**src/rtl/vend_ctrl_multi.sv**
```systemverilog
// Multi-product vending controller: credit accumulator, per-product stock counters,
// dispenser/hopper valid-ack handshakes and an idle-timeout refund. Values are in Rs10 units.
module vend_ctrl_multi #(
    parameter int unsigned NUM_PROD    = 4,
    parameter int unsigned PRICE_W     = 4,
    parameter int unsigned CREDIT_W    = 6,
    parameter int unsigned MAX_CREDIT  = 10,
    parameter int unsigned STOCK_W     = 4,
    parameter int unsigned STOCK_INIT  = 8,
    parameter int unsigned TIMEOUT_CYC = 1000,
    localparam int unsigned ID_W       = (NUM_PROD > 1) ? $clog2(NUM_PROD) : 1
) (
    input  logic                          clk_i,
    input  logic                          rst_i,
    input  logic [1:0]                    cash_i,
    input  logic                          sel_valid_i,
    input  logic [ID_W-1:0]               sel_id_i,
    input  logic                          cancel_i,
    input  logic [NUM_PROD*PRICE_W-1:0]   price_tbl_i,
    input  logic                          restock_i,
    input  logic [ID_W-1:0]               restock_id_i,
    output logic                          dispense_o,
    output logic [ID_W-1:0]               disp_id_o,
    input  logic                          disp_ack_i,
    output logic                          chg_valid_o,
    output logic [CREDIT_W-1:0]           chg_amt_o,
    input  logic                          chg_ready_i,
    output logic                          coin_reject_o,
    output logic                          sel_err_o,
    output logic [NUM_PROD-1:0]           sold_out_o,
    output logic [CREDIT_W-1:0]           credit_o
);

    localparam int unsigned TMR_W = (TIMEOUT_CYC > 1) ? $clog2(TIMEOUT_CYC) : 1;
    localparam logic [TMR_W-1:0] TMR_LAST = TMR_W'(TIMEOUT_CYC - 1);

    typedef enum logic [1:0] {StIdle, StCredit, StVend, StChange} state_e;

    state_e                state_q, state_d;
    logic [CREDIT_W-1:0]   credit_q, credit_d;
    logic [TMR_W-1:0]      timer_q, timer_d;
    logic [STOCK_W-1:0]    stock_q [NUM_PROD];
    logic [STOCK_W-1:0]    stock_d [NUM_PROD];
    logic                  dispense_q, dispense_d;
    logic [ID_W-1:0]       disp_id_q, disp_id_d;
    logic                  chg_valid_q, chg_valid_d;
    logic [CREDIT_W-1:0]   chg_amt_q, chg_amt_d;
    logic                  coin_reject_q, coin_reject_d;
    logic                  sel_err_q, sel_err_d;
    logic [NUM_PROD-1:0]   sold_out_q, sold_out_d;

    logic                  coin;
    logic [CREDIT_W:0]     coin_val;
    logic [CREDIT_W:0]     credit_sum;
    logic                  coin_fits;
    logic [PRICE_W-1:0]    sel_price;
    logic [CREDIT_W-1:0]   sel_price_ext;
    logic                  sel_ok;

    always_comb begin
        coin_val = '0;
        unique case (cash_i)
            2'b01:   coin_val = (CREDIT_W+1)'(1);
            2'b10:   coin_val = (CREDIT_W+1)'(2);
            2'b11:   coin_val = (CREDIT_W+1)'(5);
            default: coin_val = '0;
        endcase
    end

    // One extra bit on the sum so an over-limit coin can never wrap into range.
    assign coin          = (cash_i != 2'b00);
    assign credit_sum    = {1'b0, credit_q} + coin_val;
    assign coin_fits     = (credit_sum <= (CREDIT_W+1)'(MAX_CREDIT));
    assign sel_price     = price_tbl_i[sel_id_i*PRICE_W +: PRICE_W];
    assign sel_price_ext = CREDIT_W'(sel_price);
    assign sel_ok        = (stock_q[sel_id_i] != '0) && (credit_q >= sel_price_ext);

    always_comb begin
        state_d       = state_q;
        credit_d      = credit_q;
        timer_d       = timer_q;
        stock_d       = stock_q;
        dispense_d    = dispense_q;
        disp_id_d     = disp_id_q;
        chg_valid_d   = chg_valid_q;
        chg_amt_d     = chg_amt_q;
        coin_reject_d = 1'b0;
        sel_err_d     = 1'b0;

        unique case (state_q)
            StIdle, StCredit: begin
                if (restock_i && (state_q == StIdle)) begin
                    stock_d[restock_id_i] = STOCK_W'(STOCK_INIT);
                end
                if (cancel_i && (state_q == StCredit)) begin
                    coin_reject_d = coin;
                    state_d       = StChange;
                    chg_valid_d   = 1'b1;
                    chg_amt_d     = credit_q;
                    timer_d       = '0;
                end else if (sel_valid_i) begin
                    coin_reject_d = coin;
                    if (sel_ok) begin
                        credit_d   = credit_q - sel_price_ext;
                        disp_id_d  = sel_id_i;
                        dispense_d = 1'b1;
                        state_d    = StVend;
                        timer_d    = '0;
                    end else begin
                        sel_err_d = 1'b1;
                        timer_d   = '0;
                    end
                end else if (coin && coin_fits && !cancel_i) begin
                    credit_d = credit_sum[CREDIT_W-1:0];
                    state_d  = StCredit;
                    timer_d  = '0;
                end else begin
                    coin_reject_d = coin;
                    if (state_q == StCredit) begin
                        if (timer_q == TMR_LAST) begin
                            state_d     = StChange;
                            chg_valid_d = 1'b1;
                            chg_amt_d   = credit_q;
                            timer_d     = '0;
                        end else begin
                            timer_d = timer_q + TMR_W'(1);
                        end
                    end
                end
            end
            StVend: begin
                coin_reject_d = coin;
                if (disp_ack_i) begin
                    dispense_d = 1'b0;
                    if (stock_q[disp_id_q] != '0) begin
                        stock_d[disp_id_q] = stock_q[disp_id_q] - STOCK_W'(1);
                    end
                    if (credit_q != '0) begin
                        state_d     = StChange;
                        chg_valid_d = 1'b1;
                        chg_amt_d   = credit_q;
                    end else begin
                        state_d = StIdle;
                    end
                end
            end
            StChange: begin
                coin_reject_d = coin;
                if (chg_ready_i && chg_valid_q) begin
                    chg_valid_d = 1'b0;
                    chg_amt_d   = '0;
                    credit_d    = '0;
                    state_d     = StIdle;
                end
            end
            default: state_d = StIdle;
        endcase

        for (int i = 0; i < NUM_PROD; i++) begin
            sold_out_d[i] = (stock_d[i] == '0);
        end
    end

    always_ff @(posedge clk_i) begin
        if (rst_i) begin
            state_q       <= StIdle;
            credit_q      <= '0;
            timer_q       <= '0;
            dispense_q    <= 1'b0;
            disp_id_q     <= '0;
            chg_valid_q   <= 1'b0;
            chg_amt_q     <= '0;
            coin_reject_q <= 1'b0;
            sel_err_q     <= 1'b0;
            sold_out_q    <= '0;
            for (int i = 0; i < NUM_PROD; i++) begin
                stock_q[i] <= STOCK_W'(STOCK_INIT);
            end
        end else begin
            state_q       <= state_d;
            credit_q      <= credit_d;
            timer_q       <= timer_d;
            dispense_q    <= dispense_d;
            disp_id_q     <= disp_id_d;
            chg_valid_q   <= chg_valid_d;
            chg_amt_q     <= chg_amt_d;
            coin_reject_q <= coin_reject_d;
            sel_err_q     <= sel_err_d;
            sold_out_q    <= sold_out_d;
            stock_q       <= stock_d;
        end
    end

    assign dispense_o    = dispense_q;
    assign disp_id_o     = disp_id_q;
    assign chg_valid_o   = chg_valid_q;
    assign chg_amt_o     = chg_amt_q;
    assign coin_reject_o = coin_reject_q;
    assign sel_err_o     = sel_err_q;
    assign sold_out_o    = sold_out_q;
    assign credit_o      = credit_q;

endmodule

```
**config.mk**
```make
export PLATFORM = sky130hd
export DESIGN_NAME = vend_ctrl_multi
export DESIGN_NICKNAME = d
export VERILOG_FILES = /design/src/rtl/vend_ctrl_multi.sv
export SDC_FILE = /design/constraint.sdc
export NUM_CORES = 1
export LEC_CHECK = 0
export ABC_AREA = 1
export CAP_MARGIN = 20
export CORE_MARGIN = 2
export CORE_UTILIZATION = 44
export DETAILED_ROUTE_END_ITERATION = 10
export PLACE_DENSITY = 0.76
export SKIP_CTS_REPAIR_TIMING = 1
export SYNTH_ARGS = -nofsm -noshare
export SYNTH_HDL_FRONTEND = slang
export SYNTH_SLANG_ARGS = --single-unit
export TNS_END_PERCENT = 30
```
**constraint.sdc**
```tcl
create_clock -name clk_i -period 3 [get_ports clk_i]
set_input_delay 0.3 -clock clk_i [delete_from_list [all_inputs] [get_ports clk_i]]
set_output_delay 0.3 -clock clk_i [all_outputs]
set_load 0.05 [all_outputs]
```
==> impl_metrics.ini <==
[run_status]
status = finished, final reports clean

[timing]
relSlewSlack = 0.634
setup_violations = 0
fin_skew_ps = 7.96
rsz0062_at_grt = no
fin_crit_sh = 0.863
slew_viol_final = 0
hold_violations = 0
setup_tns_ps = 0
worst_pin_slew_ps = 548
timing.final.crit_period_ps = 2590
fmax_ghz = 0.386

[power_and_ir_drop]
p_sw_mw = 1.85
ir_drop_mv = 0.454
p_int_mw = 1.64
p_leak_nw = 2.02
power_density_nw_per_um2 = 766
combPwrFrac = 0.595
seq_power_share = 0.286
swShare = 0.530
clkPwrFrac = 0.119

[critical_path]
cpMostUsedCell = nand2_1
critPathKind = input port to flop
crit_path_end_kind = flop
reg2reg_depth = 12
worstSetupStartpointType = input port
path_cells = clkdlybuf4s50_1 -> inv_1 -> o21ai_0 -> o22ai_1 -> ha_1 -> inv_1 -> fa_1 -> nand2_1 -> nand4_1 -> nand3_1 -> nand3_2 -> nand2_2 -> nand2_1 -> nand2_1 -> nor2_1
startpoint = sel_id_i[0]
timing.rr.end = sold_out_o[0]
r2r_slack_ps = 530
cp.required_ps = 3190
path_max_fanout = 9
cpMaxStageDelayCell = clkdlybuf4s50_1
reg2reg_from = disp_id_o[0]
arrival_ps = 2780
cp_slowest_stage_delay_ps = 520

[layout]
multi_input_area_um2 = 2480
fillCellCount = 862
seq_area_um2 = 1000
fin_nets = 720
syn2layout_area_growth_pct = 17.2
drive_gt1_frac = 0.0910
antenna-diode-count = 0
final_core_util = 0.527

[synthesis]
yosys_register_bits = 50
synth_area_per_cell_um2 = 6.10
yosys.area.top_type = dfxtp_1
yosys-top-cells-area = dfxtp_1 (26%), nand2_1 (18%), nand3_1 (8.5%)
synth-async-reset-ratio = 0
yosys_warnings = 0
synth_top_area_share = 0.258
synth.most_common_cell = nand2_1
synth_nets = 677
synth_area_um2 = 3880
synthFlopType = dfxtp_1
synth_cell_type_count = 37
synth_edf_count = 0
synthCells = 637
yosys-top-cells-count = nand2_1 (185), nor2_1 (88), inv_1 (72), nand3_1 (66), dfxtp_1 (50)
ys_seq_area_frac = 0.258

[routing]
vias = 4141
wire_per_inst_um = 13.2
drc = 0
firstDrtPassIters = 5
finalWirelength_um = 10500
drt_iter0_markers = 289
postRouteAntennaNets = 0
viasPerCell = 5.25

[placement]
port_buffers = 50
gp_congestion = 0.942
hpwl_um = 8010

[die]
chipWidth_um = 98.0
ios = 51
initial_core_util = 0.450
die-area_um2 = 9600
die_h_um = 98.0
fp-row-count = 34
fp.coreArea_um2 = 8640

[hold_path]
hold_path_end = chg_amt_o[1]
hold_path_depth = 2
hold_class = flop to flop
worstHoldStart = chg_amt_o[1]

[clock_network]
ctsLongestPathBuffers = 2
cts_tree = built
cts_root_buf = clkbuf_8
cts_sinks = 50
numCtsBuffers = 5
clkTransAtPathRegs_ps = 100
htreeDepth = 2
insertion_delay_ps = 310

[global_route]
grt_max_degree = 33
grt_pass1_vias = 3817
grt-ovfl-total = 0
grt_pass1_wl_um = 17600
grt_antenna_before_repair = 0
grt_util_all_layers = 0.218

[job]
cap_viol_max_count = 0
==> how the worst max path moves through the flow <==
stage,to,slack (ps),cells past startpoint
6_report,credit_o[3],410,15
5_1_grt,credit_o[3],210,15
4_1_cts,credit_o[3],420,15
3_5_place_dp,credit_o[3],80,15
3_3_place_gp,credit_o[0],220,15
2_1_floorplan,chg_valid_o,700,13
==> stage by stage <==
stage	std cells	hold WS (ps)	power, mW	setup WS, ps	cell area (um^2)
2_1_floorplan	637	472	2.54	703	3880
3_3_place_gp	781	454	3.00	224	4460
3_5_place_dp	781	455	3.05	82.1	4460
4_1_cts	789	472	3.49	416	4550
5_1_grt	789	488	3.77	206	4550
6_report	789	469	3.49	410	4550
==> sequential cells by signal, summed over array words and instances, names as in the netlist <==
register	cells
timer_q	10
state_q	2
dispense_o	1
credit_o	6
stock_q	16
chg_valid_o	1
sold_out_o	4
chg_amt_o	6
disp_id_o	2
coin_reject_o	1
sel_err_o	1
==> critical path: cells and delay by family <==
family	cells	cell delay (ps)
simple gates	8	840
fa+ha+maj	2	560
buf+inv	3	840
compound gates	2	250
==> per-layer routing <==
| metal | track usage | share of wire |
|---|---|---|
| met1 | 0.291 | 0.45 |
| met2 | 0.361 | 0.46 |
| met3 | 0.0301 | 0.066 |
| met4 | 0.0791 | 0.021 |
| met5 | 0 | 0 |
==> power by group through the flow <==
stage	sequential (mW)	combinational, mW	clock (mW)
2_1_floorplan	1.17	1.37	0
3_3_place_gp	1.00	2.00	0
3_5_place_dp	1.01	2.05	0
4_1_cts	0.993	2.06	0.433
5_1_grt	1.02	2.30	0.450
6_report	0.997	2.07	0.416
==> cells in the final DEF (no fill, tap or decap), types with 9 or more instances in the layout <==
master,instances
nand2_2,14
ha_1,9
nand2_1,185
nand4_1,18
o21ai_0,16
inv_1,72
nor2_1,88
a21oi_1,38
clkdlybuf4s50_1,50
dfxtp_1,50
nand3_1,66
==> kinds of logic after synthesis <==
family / after synthesis / share of synthesized area
AO/OA/AOI/OAI: 72 / 0.109
XOR/XNOR: 2 / 0.00451
buffers and inverters: 99 / 0.105
adder cells (fa/ha/maj): 11 / 0.0393
flip-flops: 50 / 0.258
AND/OR/NAND/NOR: 403 / 0.485
==> final cells by class <==
cell class,instances,share of cell area
inverters,79,0.0668
clock inverters,3,0.00522
well taps,108,0.0297
clock buffers,5,0.0151
repair buffers,56,0.120
flip-flops and latches,50,0.220
multi-input cells,488,0.544
Note: power is estimated with default switching activity, not from simulation.
